File: src/rtl/byte_serializer.sv
// byte_serializer: buffers parallel words in a FIFO and shifts each one out MSB-first as a qualified serial stream.
// Optional feature macro: BYTE_SERIALIZER_PARITY_EN appends an even-parity bit after the LSB of every frame.
// Ports:
//   clk        rising-edge clock
//   rst        synchronous active-high reset
//   in_data    word to serialize (DATA_W bits)
//   in_valid   in_data is offered
//   in_ready   word can be accepted (transfer on in_valid && in_ready)
//   flush      synchronous abort, empties FIFO and shifter
//   bit_out    registered serial bit
//   bit_valid  registered qualifier for bit_out
//   busy       shifter is emitting a word
//   level      FIFO occupancy, 0..DEPTH, shifter excluded
module byte_serializer #(
    parameter int DATA_W = 8,
    parameter int DEPTH  = 4
) (
    input  logic                     clk,
    input  logic                     rst,
    input  logic [DATA_W-1:0]        in_data,
    input  logic                     in_valid,
    output logic                     in_ready,
    input  logic                     flush,
    output logic                     bit_out,
    output logic                     bit_valid,
    output logic                     busy,
    output logic [$clog2(DEPTH):0]   level
);
    localparam int AW = $clog2(DEPTH);
    localparam int PW = AW + 1;
`ifdef BYTE_SERIALIZER_PARITY_EN
    localparam int LAST = DATA_W;
`else
    localparam int LAST = DATA_W - 1;
`endif
    localparam int CW = $clog2(LAST + 1);

    typedef enum logic {S_IDLE, S_SHIFT} state_t;

    state_t            r_state;
    state_t            w_state_nxt;
    logic [DATA_W-1:0] r_mem [DEPTH];
    logic [PW-1:0]     r_wp;
    logic [PW-1:0]     r_rp;
    logic [PW-1:0]     r_level;
    logic [DATA_W-1:0] r_shift;
    logic [CW-1:0]     r_cnt;
    logic              r_bit_out;
    logic              r_bit_valid;
`ifdef BYTE_SERIALIZER_PARITY_EN
    logic              r_par;
`endif
    logic              w_full;
    logic              w_empty;
    logic              w_push;
    logic              w_pop;
    logic              w_last;
    logic              w_shifting;
    logic              w_next_bit;
    logic [DATA_W-1:0] w_head;
    logic              w_bit_out_nxt;
    logic              w_bit_valid_nxt;

    // Pointers carry an extra wrap bit so full and empty are distinguishable.
    assign w_empty    = r_wp == r_rp;
    assign w_full     = (r_wp[AW] != r_rp[AW]) && (r_wp[AW-1:0] == r_rp[AW-1:0]);
    assign in_ready   = !w_full && !flush;
    assign w_push     = in_valid && in_ready;
    assign w_head     = r_mem[r_rp[AW-1:0]];
    assign w_last     = r_cnt == CW'(LAST);
    assign w_shifting = (r_state == S_SHIFT) && !w_last;
    // Popping on the last slot of a frame is what keeps consecutive frames gapless.
    assign w_pop      = !flush && !w_empty && ((r_state == S_IDLE) || w_last);

    // The shift register rotates left, so the bit after the current one sits just below the MSB.
`ifdef BYTE_SERIALIZER_PARITY_EN
    assign w_next_bit = (r_cnt == CW'(DATA_W - 1)) ? r_par : r_shift[DATA_W-2];
`else
    assign w_next_bit = r_shift[DATA_W-2];
`endif

    assign bit_out   = r_bit_out;
    assign bit_valid = r_bit_valid;
    assign busy      = r_state == S_SHIFT;
    assign level     = r_level;

    always_ff @(posedge clk) begin
        if (rst) begin
            r_state     <= S_IDLE;
            r_bit_out   <= 1'b0;
            r_bit_valid <= 1'b0;
        end else begin
            r_state     <= w_state_nxt;
            r_bit_out   <= w_bit_out_nxt;
            r_bit_valid <= w_bit_valid_nxt;
        end
    end

    always_comb begin
        w_state_nxt = flush ? S_IDLE : w_pop ? S_SHIFT : w_last ? S_IDLE : r_state;
    end

    always_comb begin
        w_bit_valid_nxt = w_state_nxt == S_SHIFT;
        w_bit_out_nxt   = flush ? 1'b0 : w_pop ? w_head[DATA_W-1] : w_shifting ? w_next_bit : 1'b0;
    end

    always_ff @(posedge clk) begin
        if (w_push)
            r_mem[r_wp[AW-1:0]] <= in_data;
    end

    always_ff @(posedge clk) begin
        if (rst) begin
            r_wp    <= '0;
            r_rp    <= '0;
            r_level <= '0;
            r_shift <= '0;
            r_cnt   <= '0;
`ifdef BYTE_SERIALIZER_PARITY_EN
            r_par   <= 1'b0;
`endif
        end else if (flush) begin
            r_wp    <= '0;
            r_rp    <= '0;
            r_level <= '0;
        end else begin
            r_wp    <= r_wp + PW'(w_push);
            r_rp    <= r_rp + PW'(w_pop);
            r_level <= r_level + PW'(w_push) - PW'(w_pop);
            if (w_pop) begin
                r_shift <= w_head;
                r_cnt   <= '0;
`ifdef BYTE_SERIALIZER_PARITY_EN
                r_par   <= ^w_head;
`endif
            end else if (w_shifting) begin
                r_shift <= {r_shift[DATA_W-2:0], r_shift[DATA_W-1]};
                r_cnt   <= r_cnt + CW'(1);
            end
        end
    end
endmodule

File: config.mk
export PLATFORM = sky130hd
export DESIGN_NAME = byte_serializer
export DESIGN_NICKNAME = d
export VERILOG_FILES = /design/src/rtl/byte_serializer.sv
export SDC_FILE = /design/constraint.sdc
export NUM_CORES = 1
export LEC_CHECK = 0
export CORE_AREA = 2 2 65 67
export DETAILED_ROUTE_END_ITERATION = 8
export DIE_AREA = 0 0 67 69
export PLACE_DENSITY = 0.85
export SYNTH_ARGS = -nofsm -noshare
export SYNTH_HDL_FRONTEND = slang
export SYNTH_SLANG_ARGS = --single-unit
File: constraint.sdc
create_clock -name clk -period 7 [get_ports clk]
set_input_delay 1.4 -clock clk [delete_from_list [all_inputs] [get_ports clk]]
set_output_delay 1.4 -clock clk [all_outputs]
set_load 0.005 [all_outputs]
==> reports/qor.csv, run 1 <==
metric;value;unit
status;completed;
grt_usage;16.97;%
synth-edff-count;32;
finalSetupViolCount;0;
slew_headroom;13.69;%
hold_path_end;r_shift[3];
slowest_delay;0.53;ns
crit_chain;clkdlybuf4s50_1 > inv_1 > o31a_2 > clkdlybuf4s50_1;
setup_slack;2.903;ns
synth.largest_area_cell;edfxtp_1;
crit_arrival;2.70;ns
drt_pass1_iterations;4;
p_leak;0.9327;nW
cts_buffers;5;
pre_cts_ws;2.900;ns
critPathMostFrequentCell;clkdlybuf4s50_1;
cts-resized-gates;0;
dp_hpwl;2417;um
grt.overflow.total;0;
drc;0;
ys.flop_type;edfxtp_1;
drt_iter0_markers;77;
start_util;57.86;%
dieWidth;67;um
ys_types;33;
cp.depth;4;
yosys-top-cells-count;edfxtp_1, dfxtp_1;
fp.dieArea;0.004623;mm^2
clockBufferDepth;2;
grt_max_degree;19;
hold_viol;0;
ir_worst_vdd;0.1487;mV
fin_util;65.79;%
syn-num-nets;161;
fin_crit_sh;58.53;%
routed_via_density;5.675;
cts_setup_buffers;0;
antenna_cells;0;
wl;3427;um
core_region_area;0.003914;mm^2
finClkSkew;0.007884;ns
num-nets-final;182;
synth_seq_cells;54;
critPathKind;in -> out;
h-tree-depth;2;
worstMarginPinSlew;1.292;ns
reg2regPathDepth;10;
fin_setup_tns;0;ns
gp_congestion;0.7732;
avgSynthCellArea;16.18;um^2
endpoint_kind;output pin;
critPathLaunchType;primary input;
min_path_type;reg -> reg;
rsz0062_at_grt;false;
area_delta_synth_final;13.70;%
synth_top_cell_area_share;42.43;%
die_h;69;um
clock_latency;0.31;ns
ant_nets;0;
reg2reg_to;level[2];
whs;0.5007;ns
wl_per_cell;16.17;um
worstPathMaxFanout;8;
grt_pass1_wl;5644;um
cts_tree;built;
synth_most_common_cell;edfxtp_1;
synth_top_cells_by_area;edfxtp_1, dfxtp_1, mux4_1;
yosysSeqAreaShare;61.88;%
clock-root-buffer;clkbuf_8;
r2r-start;r_rp[0];
drv_cap;0;
std_cell_rows;23;
p_per_area;213.1;mW/mm^2
hold_start;r_shift[3];
path_delay_family;buffers and inverters;
antenna_found_initial;0;
path_clk_slew;0.10;ns
fin_crit;4.097;ns
vias;1203;
slew_violations;0;
cp_slowest_cell;clkdlybuf4s50_1;
hold_depth;1;
fmax;244.1;MHz
grt_pass1_vias;1191;
async_flop_share;0;%
yosys_warnings;0;
cp_num_buf_inv;3;
netlist_area;0.002265;mm^2
rrSetupSlack;4.21;ns
ioPinCount;19;
cts_hold_buf;0;
port_buffers;18;
worstPathRequired;5.60;ns
cts.sinks;54;
drive_gt1_share;14.81;%
synth_cells;140;
==> routing by layer <==
metal / wire length [um] / GRT usage (%) / vias to the layer above
li1: - / - / 579
met2: 1764 / 27.17 / 26
met3: 139 / 4.894 / 6
met5: 0 / 0 / -
met1: 1467 / 21.44 / 592
met4: 56 / 6.803 / 0
==> flip-flops by register name, indices dropped and copies added, names as in the netlist <==
signal,cells
bit_valid,1
r_cnt,3
level,3
r_shift,8
r_wp,3
bit_out,1
r_rp,3
r_mem,32
==> placed cells by master (no fill, tap or decap), types with 3 or more instances in the layout <==
master and count:
edfxtp_1 32, dfxtp_1 22, clkdlybuf4s50_1 18, nor2_1 8
mux4_1 8, a221o_1 8, ha_1 8, and2b_4 7
inv_1 6, and2_1 6, xnor2_1 5, clkbuf_8 5
nor3_1 3
==> worst reg2reg max path: stages, from the launching register on <==
cell and delay [ns]:
dfxtp_1 0.74, xor2_4 0.25, nor3_1 0.10, nor3_1 0.43, ha_1 0.19, inv_1 0.04
ha_1 0.19, fa_1 0.38, xnor2_1 0.19, xnor2_1 0.13, nor2_1 0.05
==> metrics by stage <==
step	cell area [um^2]	cells	total power (W)
floorplan	2265	140	0.0003669
global placement	2469	202	0.0003789
detailed placement	2469	202	0.0003809
CTS	2562	210	0.0005542
global route	2575	212	0.0005727
finish	2575	212	0.0005487
==> cell families (layout without fill, tap and decap cells) <==
group | Yosys count | count (layout) | share of synthesized area [%]
mux | 9 | 9 | 9.779
xor+xnor | 8 | 8 | 4.254
simple gates | 33 | 33 | 9.393
flops | 54 | 54 | 61.88
buf+inv | 12 | 34 | 2.707
compound gates | 15 | 15 | 6.686
fa+ha+maj | 9 | 9 | 5.304
==> how the worst max path moves through the flow <==
stage,slack [ns],to,from
after floorplan,3.80,level[2],flush
after global placement,2.94,in_ready,flush
after detailed placement,2.90,in_ready,flush
after CTS,2.89,in_ready,flush
after global routing,2.85,in_ready,flush
final,2.90,in_ready,flush
==> layout make-up <==
type | instances | area [um^2]
repair buffers | 20 | 192.7
flip-flops and latches | 54 | 1401
clock buffers | 5 | 68.82
inverters | 6 | 22.52
multi-input cells | 74 | 802.0
well taps | 50 | 62.56
fillers | 293 | 1339
clock inverters | 3 | 25.02
==> where the power goes <==
part           switching, W  internal, W   total, W
clock              0.000103    0.0000723   0.000175
sequential       0.00000293     0.000341   0.000344
combinational     0.0000135    0.0000164  0.0000300
total              0.000119     0.000430   0.000549
No activity file was read; power rests on OpenSTA's default activity.
==> run 2: changes to the inputs <==
- CORE_AREA: 2 2 65 67 -> 2 2 70 72
- DIE_AREA: 0 0 67 69 -> 0 0 72 74
- PLACE_DENSITY: 0.85 -> 0.78
- clock period: 7 -> 3.5 ns (I/O delays scaled with it)
==> reports/qor.csv, run 2 (synthesis gave the netlist of run 1 again) <==
metric;value;unit;change
start_util;49.25;%;was 57.86%
dieWidth;72;um;was 67 um
worstPathMaxFanout;10;;was 8
grt.overflow.total;0;;unchanged
grt_usage;15.00;%;was 16.97%
p_per_area;416.1;mW/mm^2;was 213.1 mW/mm^2
path_clk_slew;0.09;ns;was 0.10 ns
status;completed;;unchanged
worstMarginPinSlew;0.7488;ns;was 1.292 ns
critPathKind;reg -> reg;;was in -> out
p_leak;0.9437;nW;was 0.9327 nW
hold_viol;0;;unchanged
fin_crit_sh;78.74;%;
std_cell_rows;25;;was 23
cts_buffers;5;;unchanged
fill_cells;365;;was 293
die_h;74;um;was 69 um
largest_reg_flops;32;;unchanged
grt_pass1_wl;5892;um;was 5644 um
grt_use_met1;18.57;%;was 21.44%
ir_worst_vdd;0.2911;mV;was 0.1487 mV
grt_use_met3;4.472;%;was 4.894%
grt_busiest_layer;met2;;unchanged
area_delta_synth_final;14.20;%;was 13.70%
fin_crit;2.756;ns;
wl_per_cell;16.38;um;was 16.17 um
core_region_area;0.004598;mm^2;was 0.003914 mm^2
cts_setup_buffers;0;;unchanged
fin_setup_tns;0;ns;unchanged
fp.dieArea;0.005328;mm^2;was 0.004623 mm^2
h-tree-depth;2;;unchanged
grt_max_degree;17;;was 19
wl;3571;um;was 3427 um
clockBufferDepth;2;;unchanged
cts.sinks;54;;unchanged
cts_tree;built;;unchanged
endpoint_kind;register;;was output pin
finalSetupViolCount;0;;unchanged
rsz0062_at_grt;false;;unchanged
crit_arrival;2.97;ns;was 2.70 ns
grt_pass1_vias;1207;;was 1191
min_path_type;reg -> reg;;unchanged
slew_headroom;49.90;%;was 13.69%
drt_iter0_markers;51;;was 77
final_common_cell;edfxtp_1;;unchanged
worstPathRequired;3.71;ns;was 5.60 ns
critPathLaunchType;register;;was primary input
drive_gt1_share;15.24;%;was 14.81%
cts-resized-gates;0;;unchanged
fin_util;56.24;%;was 65.79%
gr-usage-met2;25.21;%;was 27.17%
ant_nets;0;;unchanged
vias;1223;;was 1203
antenna_cells;0;;unchanged
fmax;362.9;MHz;
ioPinCount;19;;unchanged
p_total;0.001076;W;was 0.0005487 W
clock_latency;0.30;ns;was 0.31 ns
routed_via_density;5.610;;was 5.675
dp_hpwl;2492;um;was 2417 um
drv_cap;0;;unchanged
slew_violations;0;;unchanged
final_cell_mix;edfxtp_1, dfxtp_1, clkdlybuf4s50_1;;unchanged
gp_congestion;0.7904;;was 0.7732
drt_pass1_iterations;4;;unchanged
clock-root-buffer;clkbuf_8;;unchanged
cts_hold_buf;0;;unchanged
port_buffers;18;;unchanged
finClkSkew;0.009231;ns;was 0.007884 ns
num-nets-final;184;;was 182
antenna_found_initial;0;;unchanged
drc;0;;unchanged
[run 2: cell count changes in the layout (fill, tap and decap cells not counted), sizes merged]
cell      delta
clkbuf       +1
clkinvlp     -1
clkinv       +1
buf          +2
inv          -1
[run 2: worst paths after layout]
kind | to | start | slack [ns] | depth (start not counted)
min | r_cnt[1] | r_cnt[1] | 0.49 | 1
max reg2reg | level[2] | r_rp[1] | 0.74 | 10
max | level[2] | r_rp[1] | 0.74 | 10
min reg2reg | r_cnt[1] | r_cnt[1] | 0.49 | 1
[run 2: worst max-delay path: stages (launching register included)]
cell     delay [ns]
dfxtp_1        0.65
xor2_2         0.30
nor3_1         0.11
nor3_1         0.40
ha_1           0.18
inv_1          0.04
ha_1           0.18
fa_1           0.37
xnor2_1        0.22
xnor2_1        0.14
nor2_1         0.05
[run 2: per-stage QoR]
step                      hold slack [ns]  worst slack [ns]  area, um^2  std cells
after floorplan                    0.4487             1.001        2265        140
after global placement             0.4669            0.5569        2504        210
after detailed placement           0.4726            0.4738        2504        210
after CTS                          0.4980            0.7489        2586        218
after global routing               0.5108            0.6425        2586        218
final                              0.4947            0.7442        2586        218
[run 2: power breakdown]
| part | total (W) | switching (W) | internal [W] |
|---|---|---|---|
| logic | 0.0000610 | 0.0000278 | 0.0000332 |
| registers | 0.000687 | 0.00000528 | 0.000682 |
| clock network | 0.000328 | 0.000189 | 0.000139 |
| total | 0.00108 | 0.000222 | 0.000854 |
[run 2: area by class of cell]
| cell class | instances | area [um^2] | area share (%) |
|---|---|---|---|
| multi-input cells | 74 | 802.0 | 31.01 |
| clock buffers | 6 | 72.57 | 2.806 |
| flip-flops and latches | 54 | 1401 | 54.18 |
| repair buffers | 22 | 210.2 | 8.128 |
| clock inverters | 2 | 10.01 | 0.3870 |
| inverters | 6 | 22.52 | 0.8708 |
| well taps | 54 | 67.56 | 2.612 |
[run 2: per-layer routing]
layer	routed length (um)	share of wire [%]	vias up
met4	61	1.7	0
li1	-	-	580
met2	1804	51	17
met1	1597	45	619
met5	0	0	-
met3	107	3.0	7
==> run 3: changes to the inputs <==
- CORE_AREA: 2 2 70 72 -> 2 2 67 69
- DIE_AREA: 0 0 72 74 -> 0 0 69 71
- PLACE_DENSITY: 0.78 -> 0.81
- clock period: 3.5 -> 2.85 ns (I/O delays scaled with it)
==> reports/qor.csv, run 3 (synthesis gave the netlist of run 1 again) <==
metric;value;unit;change
status;completed;;unchanged
fin_crit;2.478;ns;was 2.756 ns
std_cell_rows;24;;was 25
ir_worst_vdd;0.2889;mV;was 0.2911 mV
slew_violations;0;;unchanged
clock-root-buffer;clkbuf_8;;unchanged
wl;3739;um;was 3571 um
ioPinCount;19;;unchanged
final_cell_mix;edfxtp_1, dfxtp_1, clkdlybuf4s50_1;;unchanged
fin_crit_sh;86.95;%;was 78.74%
grt_pass1_wl;6382;um;was 5892 um
worstPathMaxFanout;4;;was 10
critPathKind;reg -> reg;;unchanged
finalSetupViolCount;0;;unchanged
cts_tree;built;;unchanged
antenna_cells;0;;unchanged
cts_buffers;5;;unchanged
dp_hpwl;2591;um;was 2492 um
cts-resized-gates;0;;unchanged
antenna_found_initial;0;;unchanged
routed_via_density;5.659;;was 5.610
worstMarginPinSlew;0.4955;ns;was 0.7488 ns
min_path_type;reg -> reg;;unchanged
gp_congestion;0.7788;;was 0.7904
fill_cells;315;;was 365
path_clk_slew;0.10;ns;was 0.09 ns
endpoint_kind;register;;unchanged
crit_arrival;2.70;ns;was 2.97 ns
core_region_area;0.004204;mm^2;was 0.004598 mm^2
clockBufferDepth;2;;unchanged
start_util;53.87;%;was 49.25%
rsz0062_at_grt;false;;unchanged
area_delta_synth_final;16.96;%;was 14.20%
grt_usage;17.22;%;was 15.00%
drv_cap;0;;unchanged
drive_gt1_share;19.30;%;was 15.24%
h-tree-depth;2;;unchanged
drt_iter0_markers;78;;was 51
ant_nets;0;;unchanged
p_leak;0.9844;nW;was 0.9437 nW
wl_per_cell;16.77;um;was 16.38 um
cts_hold_buf;0;;unchanged
fmax;403.5;MHz;was 362.9 MHz
clock_latency;0.32;ns;was 0.30 ns
fp.dieArea;0.004899;mm^2;was 0.005328 mm^2
drt_pass1_iterations;4;;unchanged
grt_pass1_vias;1293;;was 1207
die_h;71;um;was 74 um
final_common_cell;edfxtp_1;;unchanged
dieWidth;69;um;was 72 um
hold_viol;0;;unchanged
slew_headroom;66.92;%;was 49.90%
fin_util;63.01;%;was 56.24%
p_per_area;521.4;mW/mm^2;was 416.1 mW/mm^2
finClkSkew;0.008858;ns;was 0.009231 ns
grt.overflow.total;0;;unchanged
cts.sinks;54;;unchanged
port_buffers;18;;unchanged
num-nets-final;191;;was 184
grt_max_degree;20;;was 17
cts_setup_buffers;0;;unchanged
drc;0;;unchanged
worstPathRequired;3.07;ns;was 3.71 ns
largest_reg_flops;32;;unchanged
place_inst;215;;was 210
vias;1262;;was 1223
instances_no_fill;223;;was 218
critPathLaunchType;register;;unchanged
fin_setup_tns;0;ns;unchanged
-- run 3: cell types whose count changed in the layout (fill, tap and decap cells not counted) --
cell,delta
buf_4,+7
inv_6,+3
clkinv_2,-2
clkbuf_1,-1
-- run 3: worst paths after layout --
check        startpoint       end  slack [ns]  cells past startpoint
max            r_cnt[0]  level[2]        0.37                     11
min            r_cnt[1]  r_cnt[1]        0.50                      1
max reg2reg    r_cnt[0]  level[2]        0.37                     11
min reg2reg    r_cnt[1]  r_cnt[1]        0.50                      1
-- run 3: cell type report --
type	instances	area, um^2	area share (%)
Timing Repair Buffer	29	262.8	9.920
Clock inverter	3	26.28	0.9920
Clock buffer	5	68.82	2.598
Multi-Input combinational cell	74	802.0	30.28
Tap cell	52	65.06	2.456
Inverter	6	22.52	0.8503
Sequential cell	54	1401	52.90
-- run 3: critical path: stages, from the launching register on --
cell and delay [ns]:
dfxtp_1 0.33, ha_1 0.20, ha_1 0.19, nor2b_1 0.26
nor3_1 0.12, ha_1 0.28, inv_1 0.04, ha_1 0.18
fa_1 0.38, xnor2_1 0.22, xnor2_1 0.14, nor2_1 0.05
-- run 3: power breakdown --
| group | leakage, nW | internal (W) | switching [W] |
|---|---|---|---|
| clock network | 0.0495 | 0.000183 | 0.000274 |
| logic | 0.466 | 0.0000442 | 0.0000357 |
| registers | 0.468 | 0.000837 | 0.00000663 |
-- run 3: layer usage --
layer | GRT usage, % | vias to the layer above | routed length, um
met5 | 0 | - | 0
met4 | 8.497 | 0 | 82
met3 | 3.561 | 7 | 169
met2 | 28.95 | 41 | 1876
met1 | 21.39 | 619 | 1611
li1 | - | 595 | -
-- run 3: per-stage QoR --
stage / total power (W) / worst slack (ns) / hold WS (ns) / instance area (um^2)
global placement: 0.0009371 / 0.2447 / 0.4670 / 2554
CTS: 0.001385 / 0.3658 / 0.4980 / 2649
detailed placement: 0.0009416 / 0.1571 / 0.4747 / 2554
finish: 0.001381 / 0.3719 / 0.5048 / 2649
global route: 0.001425 / 0.2032 / 0.5258 / 2649
floorplan: 0.0009011 / 0.4813 / 0.4487 / 2265
